--- config.mk ---
export PLATFORM = sky130hd
export DESIGN_NAME = uart_tx_sched
export DESIGN_NICKNAME = d
export VERILOG_FILES = /design/src/rtl/uart_tx_sched_pkg.sv /design/src/rtl/uart_tx_rr_pick.sv /design/src/rtl/uart_tx_sched.sv
export SDC_FILE = /design/constraint.sdc
export NUM_CORES = 1
export LEC_CHECK = 0
export ABC_AREA = 1
export ABC_CLOCK_PERIOD_IN_PS = 4800
export CELL_PAD_IN_SITES_DETAIL_PLACEMENT = 2
export CELL_PAD_IN_SITES_GLOBAL_PLACEMENT = 2
export CORE_UTILIZATION = 24
export CTS_CLUSTER_DIAMETER = 60
export DETAILED_ROUTE_END_ITERATION = 7
export PLACE_DENSITY = 0.95
export SLEW_MARGIN = 20
export SYNTH_ARGS = -nofsm -noshare
export SYNTH_HDL_FRONTEND = slang
export SYNTH_SLANG_ARGS = --single-unit
--- constraint.sdc ---
create_clock -name CLK -period 4.8 [get_ports CLK]
set_input_delay 0.48 -clock CLK [delete_from_list [all_inputs] [get_ports CLK]]
set_output_delay 0.48 -clock CLK [all_outputs]
set_load 0.01 [all_outputs]
--- src/rtl/uart_tx_sched_pkg.sv ---
// Shared UART transmitter definitions: scheduler state encoding, default widths
// and an index-width helper used by the transmitter blocks.
package uart_tx_sched_pkg;

  localparam int DEF_NREQ      = 4;
  localparam int DEF_DW        = 8;
  localparam int DEF_TO_CYCLES = 4;

  typedef enum logic [1:0] {
    ST_IDLE      = 2'd0,
    ST_LAUNCH    = 2'd1,
    ST_WAIT_BUSY = 2'd2,
    ST_WAIT_DONE = 2'd3
  } sched_state_e;

  // Index width that stays at least one bit wide for a single requester.
  function automatic int idx_w(input int n);
    return (n > 1) ? $clog2(n) : 1;
  endfunction

endpackage

--- src/rtl/uart_tx_rr_pick.sv ---
// Combinational round-robin pick: first set request after ptr_i (wrapping), zero latency.
// No backpressure of its own; any_o flags whether win_o is meaningful.
module uart_tx_rr_pick
  import uart_tx_sched_pkg::*;
#(
  parameter int NREQ = DEF_NREQ,
  parameter int IW   = idx_w(NREQ)
) (
  input  logic [NREQ-1:0] req_i,
  input  logic [IW-1:0]   ptr_i,
  output logic [IW-1:0]   win_o,
  output logic            any_o
);

  logic [IW-1:0] cand;

  always_comb begin
    win_o = '0;
    any_o = 1'b0;
    cand  = '0;
    // Offset NREQ wraps back to ptr_i itself, so the last winner is considered last.
    for (int off = 1; off <= NREQ; off++) begin
      cand = IW'((int'(ptr_i) + off) % NREQ);
      if (!any_o && req_i[cand]) begin
        any_o = 1'b1;
        win_o = cand;
      end
    end
  end

endmodule

--- src/rtl/uart_tx_sched.sv ---
// Round-robin scheduler sharing one UART transmitter: launch one cycle after the grant decision,
// then holds the byte until the UART finishes or fails to go busy; tx_busy in IDLE blocks all grants.
module uart_tx_sched
  import uart_tx_sched_pkg::*;
#(
  parameter int NREQ      = DEF_NREQ,
  parameter int DW        = DEF_DW,
  parameter int TO_CYCLES = DEF_TO_CYCLES
) (
  input  logic                     CLK,
  input  logic                     RST,
  input  logic [NREQ-1:0]          req_valid,
  input  logic [NREQ*DW-1:0]       req_data,
  output logic [NREQ-1:0]          req_ack,
  input  logic                     tx_busy,
  output logic                     tx_data_valid,
  output logic [DW-1:0]            tx_p_data,
  output logic [idx_w(NREQ)-1:0]   grant_id,
  output logic                     active,
  output logic                     err_timeout
);

  localparam int IW = idx_w(NREQ);
  localparam int CW = idx_w(TO_CYCLES + 1);

  sched_state_e  state_q, state_d;
  logic [CW-1:0] cnt_q, cnt_d;
  logic [IW-1:0] last_q, last_d;
  logic [IW-1:0] grant_q, grant_d;
  logic [DW-1:0] data_q, data_d;

  logic [IW-1:0]   win;
  logic            any_req;
  logic            launch;
  logic            timeout;
  logic [NREQ-1:0] ack;

  uart_tx_rr_pick #(
    .NREQ (NREQ),
    .IW   (IW)
  ) u_pick (
    .req_i (req_valid),
    .ptr_i (last_q),
    .win_o (win),
    .any_o (any_req)
  );

  always_ff @(posedge CLK or negedge RST) begin
    if (!RST) begin
      state_q <= ST_IDLE;
      cnt_q   <= '0;
      last_q  <= IW'(NREQ - 1);
      grant_q <= '0;
      data_q  <= '0;
    end else begin
      state_q <= state_d;
      cnt_q   <= cnt_d;
      last_q  <= last_d;
      grant_q <= grant_d;
      data_q  <= data_d;
    end
  end

  always_comb begin
    state_d = state_q;
    cnt_d   = cnt_q;
    last_d  = last_q;
    grant_d = grant_q;
    data_d  = data_q;
    launch  = 1'b0;
    timeout = 1'b0;
    ack     = '0;
    case (state_q)
      ST_IDLE: begin
        cnt_d = '0;
        if (any_req && !tx_busy) begin
          grant_d = win;
          data_d  = req_data[int'(win)*DW +: DW];
          state_d = ST_LAUNCH;
        end
      end
      ST_LAUNCH: begin
        launch       = 1'b1;
        ack[grant_q] = 1'b1;
        cnt_d        = '0;
        state_d      = ST_WAIT_BUSY;
      end
      ST_WAIT_BUSY: begin
        if (tx_busy) begin
          state_d = ST_WAIT_DONE;
        end else if (cnt_q == CW'(TO_CYCLES)) begin
          // A UART that never answers still advances the round-robin pointer.
          timeout = 1'b1;
          last_d  = grant_q;
          state_d = ST_IDLE;
        end else begin
          cnt_d = cnt_q + CW'(1);
        end
      end
      ST_WAIT_DONE: begin
        if (!tx_busy) begin
          last_d  = grant_q;
          state_d = ST_IDLE;
        end
      end
      default: state_d = ST_IDLE;
    endcase
  end

  assign tx_data_valid = launch;
  assign req_ack       = ack;
  assign err_timeout   = timeout;
  assign active        = (state_q != ST_IDLE);
  assign grant_id      = grant_q;
  assign tx_p_data     = data_q;

endmodule

Word-level counts from Yosys, hierarchy flattened
Cells that the tools add are included.
{"block": "word_totals", "out_inout_bits": 17, "wordCells": 80, "register_bits": 17}
{"block": "classes", "mux": 35, "shift": 1, "add_sub_neg": 5, "eq_ne": 10, "reduce_logical": 18, "n_lt_le_gt_ge": 6}
{"cell": "indexed part select 32 x 6 -> 8 bit", "count": 1}
{"cell": "2-to-1 mux 2 bit", "count": 11}
{"cell": "less-than comparator 2 x 3 -> 1 bit, second input constant", "count": 5}
{"cell": "2-to-1 mux 1 bit", "count": 13}
{"cell": "!= test 2 bit, second input constant", "count": 5}
{"cell": "binary-select mux 1 bit (select 2 bit)", "count": 4}
{"cell": "one-hot mux 2 bit (4 select lines)", "count": 1}
{"cell": "2-to-1 mux 3 bit", "count": 2}
{"cell": "one-hot mux 3 bit (2 select lines)", "count": 1}
{"cell": "AND reduction 3 bit", "count": 2}
{"cell": "nonzero test 2 bit", "count": 3}
{"cell": "logical AND 1 bit", "count": 5}
{"cell": "adder 2 x 1 -> 2 bit, second input constant", "count": 2}
{"cell": "adder 2 bit, second input constant", "count": 2}
{"cell": "equality test 2 bit, second input constant", "count": 2}
{"cell": "logical NOT 1 bit", "count": 4}
{"cell": "2-to-1 mux 4 bit", "count": 1}
{"cell": "one-hot mux 2 bit (2 select lines)", "count": 1}
{"cell": "AND reduction 4 bit", "count": 1}
{"cell": "adder 3 x 1 -> 3 bit, second input constant", "count": 1}
{"cell": "equality test 3 bit, second input constant", "count": 1}
{"cell": "!= test 3 bit, second input constant", "count": 1}
{"cell": "demux 1 bit (select 2 bit)", "count": 1}
{"cell": "equality test 2 x 1 -> 1 bit, second input constant", "count": 1}
{"cell": "4 further kinds", "count": 4}

Logic depth before layout (Yosys ltp)
Gate-level depths: netlist of the first run.
{"block": "depth", "ltp_word": 16, "mapped_depth": 16, "depth_no_buf": 14}

Hierarchy
A second synthesis of the first run with hierarchy kept.
{"block": "unflattened", "hier_cells": 246, "area_unflattened_um2": 1503.9}
{"mod": "uart_tx_sched", "cells_each": 194, "area_each_um2": 1232.4, "seq_area_each_um2": 427.9, "instances": 1}
{"mod": "uart_tx_rr_pick", "cells_each": 52, "area_each_um2": 271.5, "seq_area_each_um2": 0.0, "instances": 1}

Least setup slack after synthesis of the first run
No wires, ideal clock.
{"block": "synth_path", "kind": "flip-flop to flip-flop", "start": "register last_q[0]", "end": "register data_q[6], in the netlist tx_p_data[6]", "path_buffers": 2, "arrival_ps": 1695, "stages_incl_launch_ff": 14, "setup_slack_ps": 2980, "synth_period_minus_slack_ps": 1820, "cell_sequence": "dfstp_2 buf_6 inv_4 nand2_1 nand2_1 nor2_2 nor2_1 nand3_4 nand2_4 nor2_8 inv_2 buf_4 nand2_1 nand3_1"}
{"block": "synth_via", "elab_chain_cells": 15, "word_cells_on_any_way": 29}
{"element": "start, declared", "line": "uart_tx_sched.sv:28", "rtl": "logic [IW-1:0] last_q, last_d;"}
{"element": "start signal, assigned", "line": "uart_tx_sched.sv:52", "rtl": "last_q <= IW'(NREQ - 1);"}
{"element": "start signal, assigned", "line": "uart_tx_sched.sv:58", "rtl": "last_q <= last_d;"}
{"element": "branches (longest 15 deep; another with adder 2 x 1 -> 2 bit)"}
{"element": "end signal, assigned", "line": "uart_tx_sched.sv:60", "rtl": "data_q <= data_d;"}
{"element": "end, declared", "line": "uart_tx_sched.sv:30", "rtl": "logic [DW-1:0] data_q, data_d;"}
Parallel ways; which one is timed is not known. The select of a mux whose other input is x is not followed.
A chain may end at the register's enable or synchronous reset.

Final worst setup path of the first run
{"block": "layout_path", "start": "register last_q[0]", "end": "register data_q[5], in the netlist tx_p_data[5]"}
Same word-level chain as after synthesis.

==> results of run 1 <==
==> cell usage in the layout (no fill, tap or decap), drive strengths merged <==
cell           count
a21boi             1
inv               50
nand2             87
a21oi              6
o21ai              6
clkdlybuf4s50     55
nand3             24
dfrtp             15
o21a               1
a31oi              1
nor3               7
a211oi             1
or2                1
nor2              10
dfstp              2
nand4             15
clkbuf             4
ha                 2
==> synth_stat cells (all sizes together), types with 2 or more instances <==
cell type,count
nand2,87
inv,50
nand3,24
dfrtp,15
nand4,15
nor2,10
nor3,7
a21oi,6
buf,6
o21ai,6
dfstp,2
ha,2
==> routing by layer <==
layer / track usage / vias to the layer above / share of wire
li1: - / 841 / -
met1: 0.216 / 823 / 0.45
met2: 0.314 / 44 / 0.49
met3: 0.0202 / 6 / 0.051
met4: 0.0429 / 0 / 0.0097
met5: 0 / - / 0
==> critical path, stage by stage, from the launching register on <==
cell and delay [ps]:
sky130_fd_sc_hd__dfstp_2 680, sky130_fd_sc_hd__inv_4 100, sky130_fd_sc_hd__nand2_1 70, sky130_fd_sc_hd__nand2_1 80
sky130_fd_sc_hd__nand2_1 110, sky130_fd_sc_hd__nand2_2 100, sky130_fd_sc_hd__inv_2 90, sky130_fd_sc_hd__nand3_2 280
sky130_fd_sc_hd__nand3_4 340, sky130_fd_sc_hd__nand2_1 110, sky130_fd_sc_hd__nand3_1 100, sky130_fd_sc_hd__nand2_1 100
sky130_fd_sc_hd__nand2_1 70, sky130_fd_sc_hd__nand2_1 40
==> logic make-up (layout without fill, tap and decap cells) <==
family | count (synthesis) | count (layout) | share of synthesized area
and+or+nand+nor | 144 | 144 | 0.476
buffers and inverters | 56 | 109 | 0.158
DFF | 17 | 17 | 0.287
AOI/OAI and AO/OA | 16 | 16 | 0.0622
adders and majority gates | 2 | 2 | 0.0168
==> sequential cells by signal, indices dropped and copies added, names as in the netlist <==
register and count:
cnt_q 3, last_q 2, tx_p_data 8, state_q 2, grant_id 2
==> area by class of cell <==
| cell class | count | area [µm²] |
|---|---|---|
| Clock buffer | 4 | 45.0 |
| Fill cell | 736 | 3820 |
| Inverter | 50 | 190 |
| Multi-Input combinational cell | 162 | 826 |
| Sequential cell | 17 | 428 |
| Tap cell | 75 | 93.8 |
| Timing Repair Buffer | 55 | 551 |
==> power by group <==
group | switching (W) | total [W] | internal (W)
Combinational | 0.000644 | 0.00102 | 0.000373
Clock | 0.0000507 | 0.000110 | 0.0000590
Sequential | 0.0000652 | 0.000277 | 0.000212
Total | 0.000760 | 0.00140 | 0.000644
==> per-stage QoR <==
step / std cells / hold WS [ps] / instance area, µm²
floorplan: 235 / 184 / 1490
global placement: 359 / 463 / 2090
detailed placement: 359 / 483 / 2090
CTS: 363 / 500 / 2130
global route: 363 / 539 / 2130
finish: 363 / 488 / 2130
==> worst paths after layout <==
check	start	to	slack [ps]
hold / removal	tx_p_data[0]	tx_p_data[0]	490
hold reg to reg	tx_p_data[0]	tx_p_data[0]	490
min in group asynchronous	RST	tx_p_data[3]	680
setup reg to reg	last_q[0]	tx_p_data[5]	2420
setup / recovery	last_q[0]	tx_p_data[5]	2420
max in group asynchronous	RST	tx_p_data[2]	3630
==> flow_summary.yaml, run 1 <==
hold_path:
  hold_class: "register to register"
  holdPathStages: 2
layout:
  area.growth.synth_to_final_pct: 43.3
  final_util: 0.358
  diode_insertion_count_for_antenna_repair: 0
  num-nets-final: 330
  post_route_cells_drive_above_1_share: 0.0833
logic_synthesis:
  post_synth_instance_area_um2: 1490
  synthesis.nets: 276
  synth_flop_cell: "sky130_fd_sc_hd__dfrtp_1"
  synthDominantCellAreaShare: 0.252
  synth_cells: 235
  synth_async_sr_flop_share: 1.00
  yosys_warnings: 0
  synth_edf_count: 0
  netlist-cell-type-count: 31
  synth_seq_area_share: 0.287
  synth_top_area_cell: "sky130_fd_sc_hd__dfrtp_1"
  ys_top_cells_by_area: "sky130_fd_sc_hd__dfrtp_1 25%, sky130_fd_sc_hd__nand2_1 20%, sky130_fd_sc_hd__inv_1 12%"
  synthesis.area_per_instance_um2: 6.34
  synth-seq-cells: 17
floorplan:
  start_util: 0.250
  die_outline_width_um: 80.8
  fp.dieArea_um2: 6520
  io-pin-count: 56
  dieHeight_um: 80.8
  rows: 28
  core_area_um2: 5960
critical_path:
  r2r_cells: 13
  required_ps: 4950
  path_class: "register to register"
  arrival_ps: 2530
  cp-end-kind: "register"
  cp-start-kind: "register"
  worstPathMaxFanout: 19
routing:
  number_of_nets_with_antenna_violations_after_detailed_routing: 0
  first_pass_iters: 4
  route.vias.total: 1714
  dr.first_iter.drc_count: 36
  vias_per_cell: 4.72
  postRouteWirelength_um: 5250
  routedWlPerCell_um: 14.5
  drc: 0
clock_network:
  clock_latency_at_the_later_pin_of_the_worst_skew_pair_ps: 250
  clock_path_buffers: 2
  cts-buffers-inserted: 3
  clockRootBuffer: "sky130_fd_sc_hd__clkbuf_8"
  cts_hold_buf: 0
  h-tree-depth: 1
  clock_sinks: 17
  cts_resized: 0
  post_cts_setup_bufs: 0
  cts_tree: "yes"
  clk_pin_slew_worst_paths_ps: 70
grt:
  initial_antenna_violation_count: 0
  grt.total_usage: 0.173
  grt_pass1_wl_um: 8740
  globalRoute.totalOverflow: 0
  grt_start_max_net_pins: 20
  first_global_vias: 1847
sta:
  setup_viol_count_final: 0
  final_period_minus_worst_setup_slack_ps: 2380
  final-max-slew-violation-count: 0
  hold_viol: 0
  rsz_0062_raised_after_global_routing: "false"
  worst_pin_slew_ps: 785
  layout_worst_path_cycle_share: 0.496
  fin_worst_skew_ps: 0.892
  setup-tns-final_ps: 0
  clock.fmax_mhz: 420
  slew_headroom: 0.475
  postLayoutSetupSlackWorst_ps: 2420
pwr:
  ir_drop_mv: 0.192
  static-leakage-power_nw: 1.09
  fin_total_pwr_w: 0.00140
  cellPowerDensity_nw_per_um2: 658
place:
  detailed_place_hpwl_um: 4220
  post_placement_setup_slack_ps: 2230
  place.gp.congestion: 0.796
  numPortBuffers: 55
run:
  cap_violations: 0
status:
  outcome: "completed"
No activity file was read; power rests on OpenSTA's default activity.
==> run 2: changes to the inputs <==
- ABC_CLOCK_PERIOD_IN_PS: 4800 -> 2100
- CORE_UTILIZATION: 24 -> 20
- PLACE_DENSITY: 0.95 -> 0.87
- clock period: 4.8 -> 2.1 ns (I/O delays scaled with it)
==> flow_summary.yaml, run 2 (synthesis results as in run 1) <==
layout:
  commonest_cells_after_routing_fill_and_taps_aside: "70 x sky130_fd_sc_hd__nand2_1, 55 x sky130_fd_sc_hd__clkdlybuf4s50_1, 45 x sky130_fd_sc_hd__inv_1, 20 x sky130_fd_sc_hd__nand3_1"
  num-nets-final: 347
  largest_reg_flops: 8
  area.growth.synth_to_final_pct: 61.8
  mostFrequentLayoutCell: "sky130_fd_sc_hd__nand2_1"
  post_route_cells_drive_above_1_share: 0.184
  layout.cell_area.non_filler_um2: 2410
  fill_cells: 859
  diode_insertion_count_for_antenna_repair: 0
clock_network:
  clockRootBuffer: "sky130_fd_sc_hd__clkbuf_8"
  cts-buffers-inserted: 3
  clock_sinks: 17
  cts_hold_buf: 0
  clk_pin_slew_worst_paths_ps: 70
  clock_path_buffers: 2
  cts_tree: "yes"
  clock_latency_at_the_later_pin_of_the_worst_skew_pair_ps: 260
  h-tree-depth: 1
routing:
  routedWlPerCell_um: 14.5
  route.vias.total: 1792
  drc: 0
  dr.first_iter.drc_count: 30
  number_of_nets_with_antenna_violations_after_detailed_routing: 0
  vias_per_cell: 4.44
  first_pass_iters: 6
  postRouteWirelength_um: 5860
critical_path:
  worstReg2RegStart: "last_q[0]"
  r2r_cells: 13
  path_class: "register to register"
  required_ps: 2250
  cp-start-kind: "register"
  cp-end-kind: "register"
  r2r-end: "tx_p_data[1]"
  worstPathMaxFanout: 7
  register_to_register_setup_slack_ps: 80
  arrival_ps: 2170
place:
  post_placement_setup_slack_ps: -102
  placedInstanceArea_um2: 2170
  place.gp.congestion: 0.871
  numPortBuffers: 55
  detailed_place_hpwl_um: 4180
sta:
  hold_viol: 0
  setup-tns-final_ps: 0
  fin_worst_skew_ps: 3.42
  setup_viol_count_final: 0
  worst_pin_slew_ps: 452
  tightest_hold_margin_ps: 276
  postLayoutSetupSlackWorst_ps: 83.8
  clock.fmax_mhz: 496
  layout_worst_path_cycle_share: 0.960
  final_period_minus_worst_setup_slack_ps: 2020
  slew_headroom: 0.697
  final-max-slew-violation-count: 0
  rsz_0062_raised_after_global_routing: "true"
grt:
  globalRoute.totalOverflow: 0
  initial_antenna_violation_count: 0
  first_global_vias: 1890
  grt_pass1_wl_um: 8870
  grt_start_max_net_pins: 18
  grt.total_usage: 0.148
hold_path:
  hold_class: "input port to async pin"
floorplan:
  dieHeight_um: 88.3
  rows: 31
  io-pin-count: 56
  die_outline_width_um: 88.3
  core_area_um2: 7210
  start_util: 0.206
  fp.dieArea_um2: 7790
pwr:
  static-leakage-power_nw: 1.22
  cellPowerDensity_nw_per_um2: 1610
  fin_total_pwr_w: 0.00389
  ir_drop_mv: 0.474
run:
  cap_violations: 0
status:
  outcome: "completed"
==> run 2: changes by cell type in the layout (fill, tap and decap cells not counted), moves of 3 or more <==
cell,change
sky130_fd_sc_hd__nand2_1,-10
sky130_fd_sc_hd__buf_8,+3
sky130_fd_sc_hd__nand2_2,+6
sky130_fd_sc_hd__buf_4,+9
sky130_fd_sc_hd__buf_6,+3
sky130_fd_sc_hd__nand2_4,+4
==> run 2: critical path, cell delays in order, from the launching register on <==
cell                      delay (ps)
sky130_fd_sc_hd__dfstp_2         620
sky130_fd_sc_hd__buf_12          130
sky130_fd_sc_hd__nand2_1          60
sky130_fd_sc_hd__nand3_1         140
sky130_fd_sc_hd__nand2_2         110
sky130_fd_sc_hd__nor2_4          120
sky130_fd_sc_hd__nand3_4         140
sky130_fd_sc_hd__nand3_4         170
sky130_fd_sc_hd__buf_6           120
sky130_fd_sc_hd__nand2_1          40
sky130_fd_sc_hd__nand3_1          60
sky130_fd_sc_hd__nand2_1          70
sky130_fd_sc_hd__nand2_1          70
sky130_fd_sc_hd__nand2_1          50
==> run 2: per-layer routing <==
| layer | track usage | part of all wire |
|---|---|---|
| met3 | 0.0187 | 0.037 |
| met5 | 0 | 0 |
| met2 | 0.277 | 0.52 |
| met4 | 0.0440 | 0.010 |
| met1 | 0.174 | 0.43 |
==> run 2: how the worst max path moves through the flow <==
stage	from	end	depth (start not counted)
floorplan	last_q[0]	tx_p_data[6]	13
global placement	last_q[0]	tx_p_data[6]	11
detailed placement	last_q[0]	tx_p_data[6]	11
CTS	last_q[0]	tx_p_data[1]	15
global route	last_q[0]	tx_p_data[1]	15
finish	last_q[0]	tx_p_data[1]	13
==> run 2: metrics by stage <==
stage,util,std cells
5_1_grt,0.334,404
3_5_place_dp,0.301,390
3_3_place_gp,0.301,390
2_1_floorplan,-,235
4_1_cts,0.316,400
6_report,0.334,404
==> run 2: timing repair <==
| item | 4_1_cts | 5_1_grt |
|---|---|---|
| setup buffers | 6 | 3 |
| gates resized for setup | 1 | 29 |
| gates cloned | 0 | 1 |
| pin swaps | 1 | 9 |
| setup endpoints to repair | 9 | 8 |
==> run 2: power breakdown <==
group	leakage (nW)	switching, W	internal, W	total (W)
Combinational	0.980	0.00173	0.00129	0.00301
Sequential	0.210	0.000138	0.000485	0.000622
Clock	0.0255	0.000120	0.000132	0.000253
==> run 2: layout make-up <==
cell class / instances / area [µm²] / area share
multi-input combinational: 163 / 900 / 0.373
timing repair buffer: 71 / 717 / 0.298
sequential: 17 / 428 / 0.178
inverter: 50 / 195 / 0.0810
tap: 99 / 124 / 0.0514
clock buffer: 3 / 41.3 / 0.0171
clock inverter: 1 / 5.00 / 0.00208
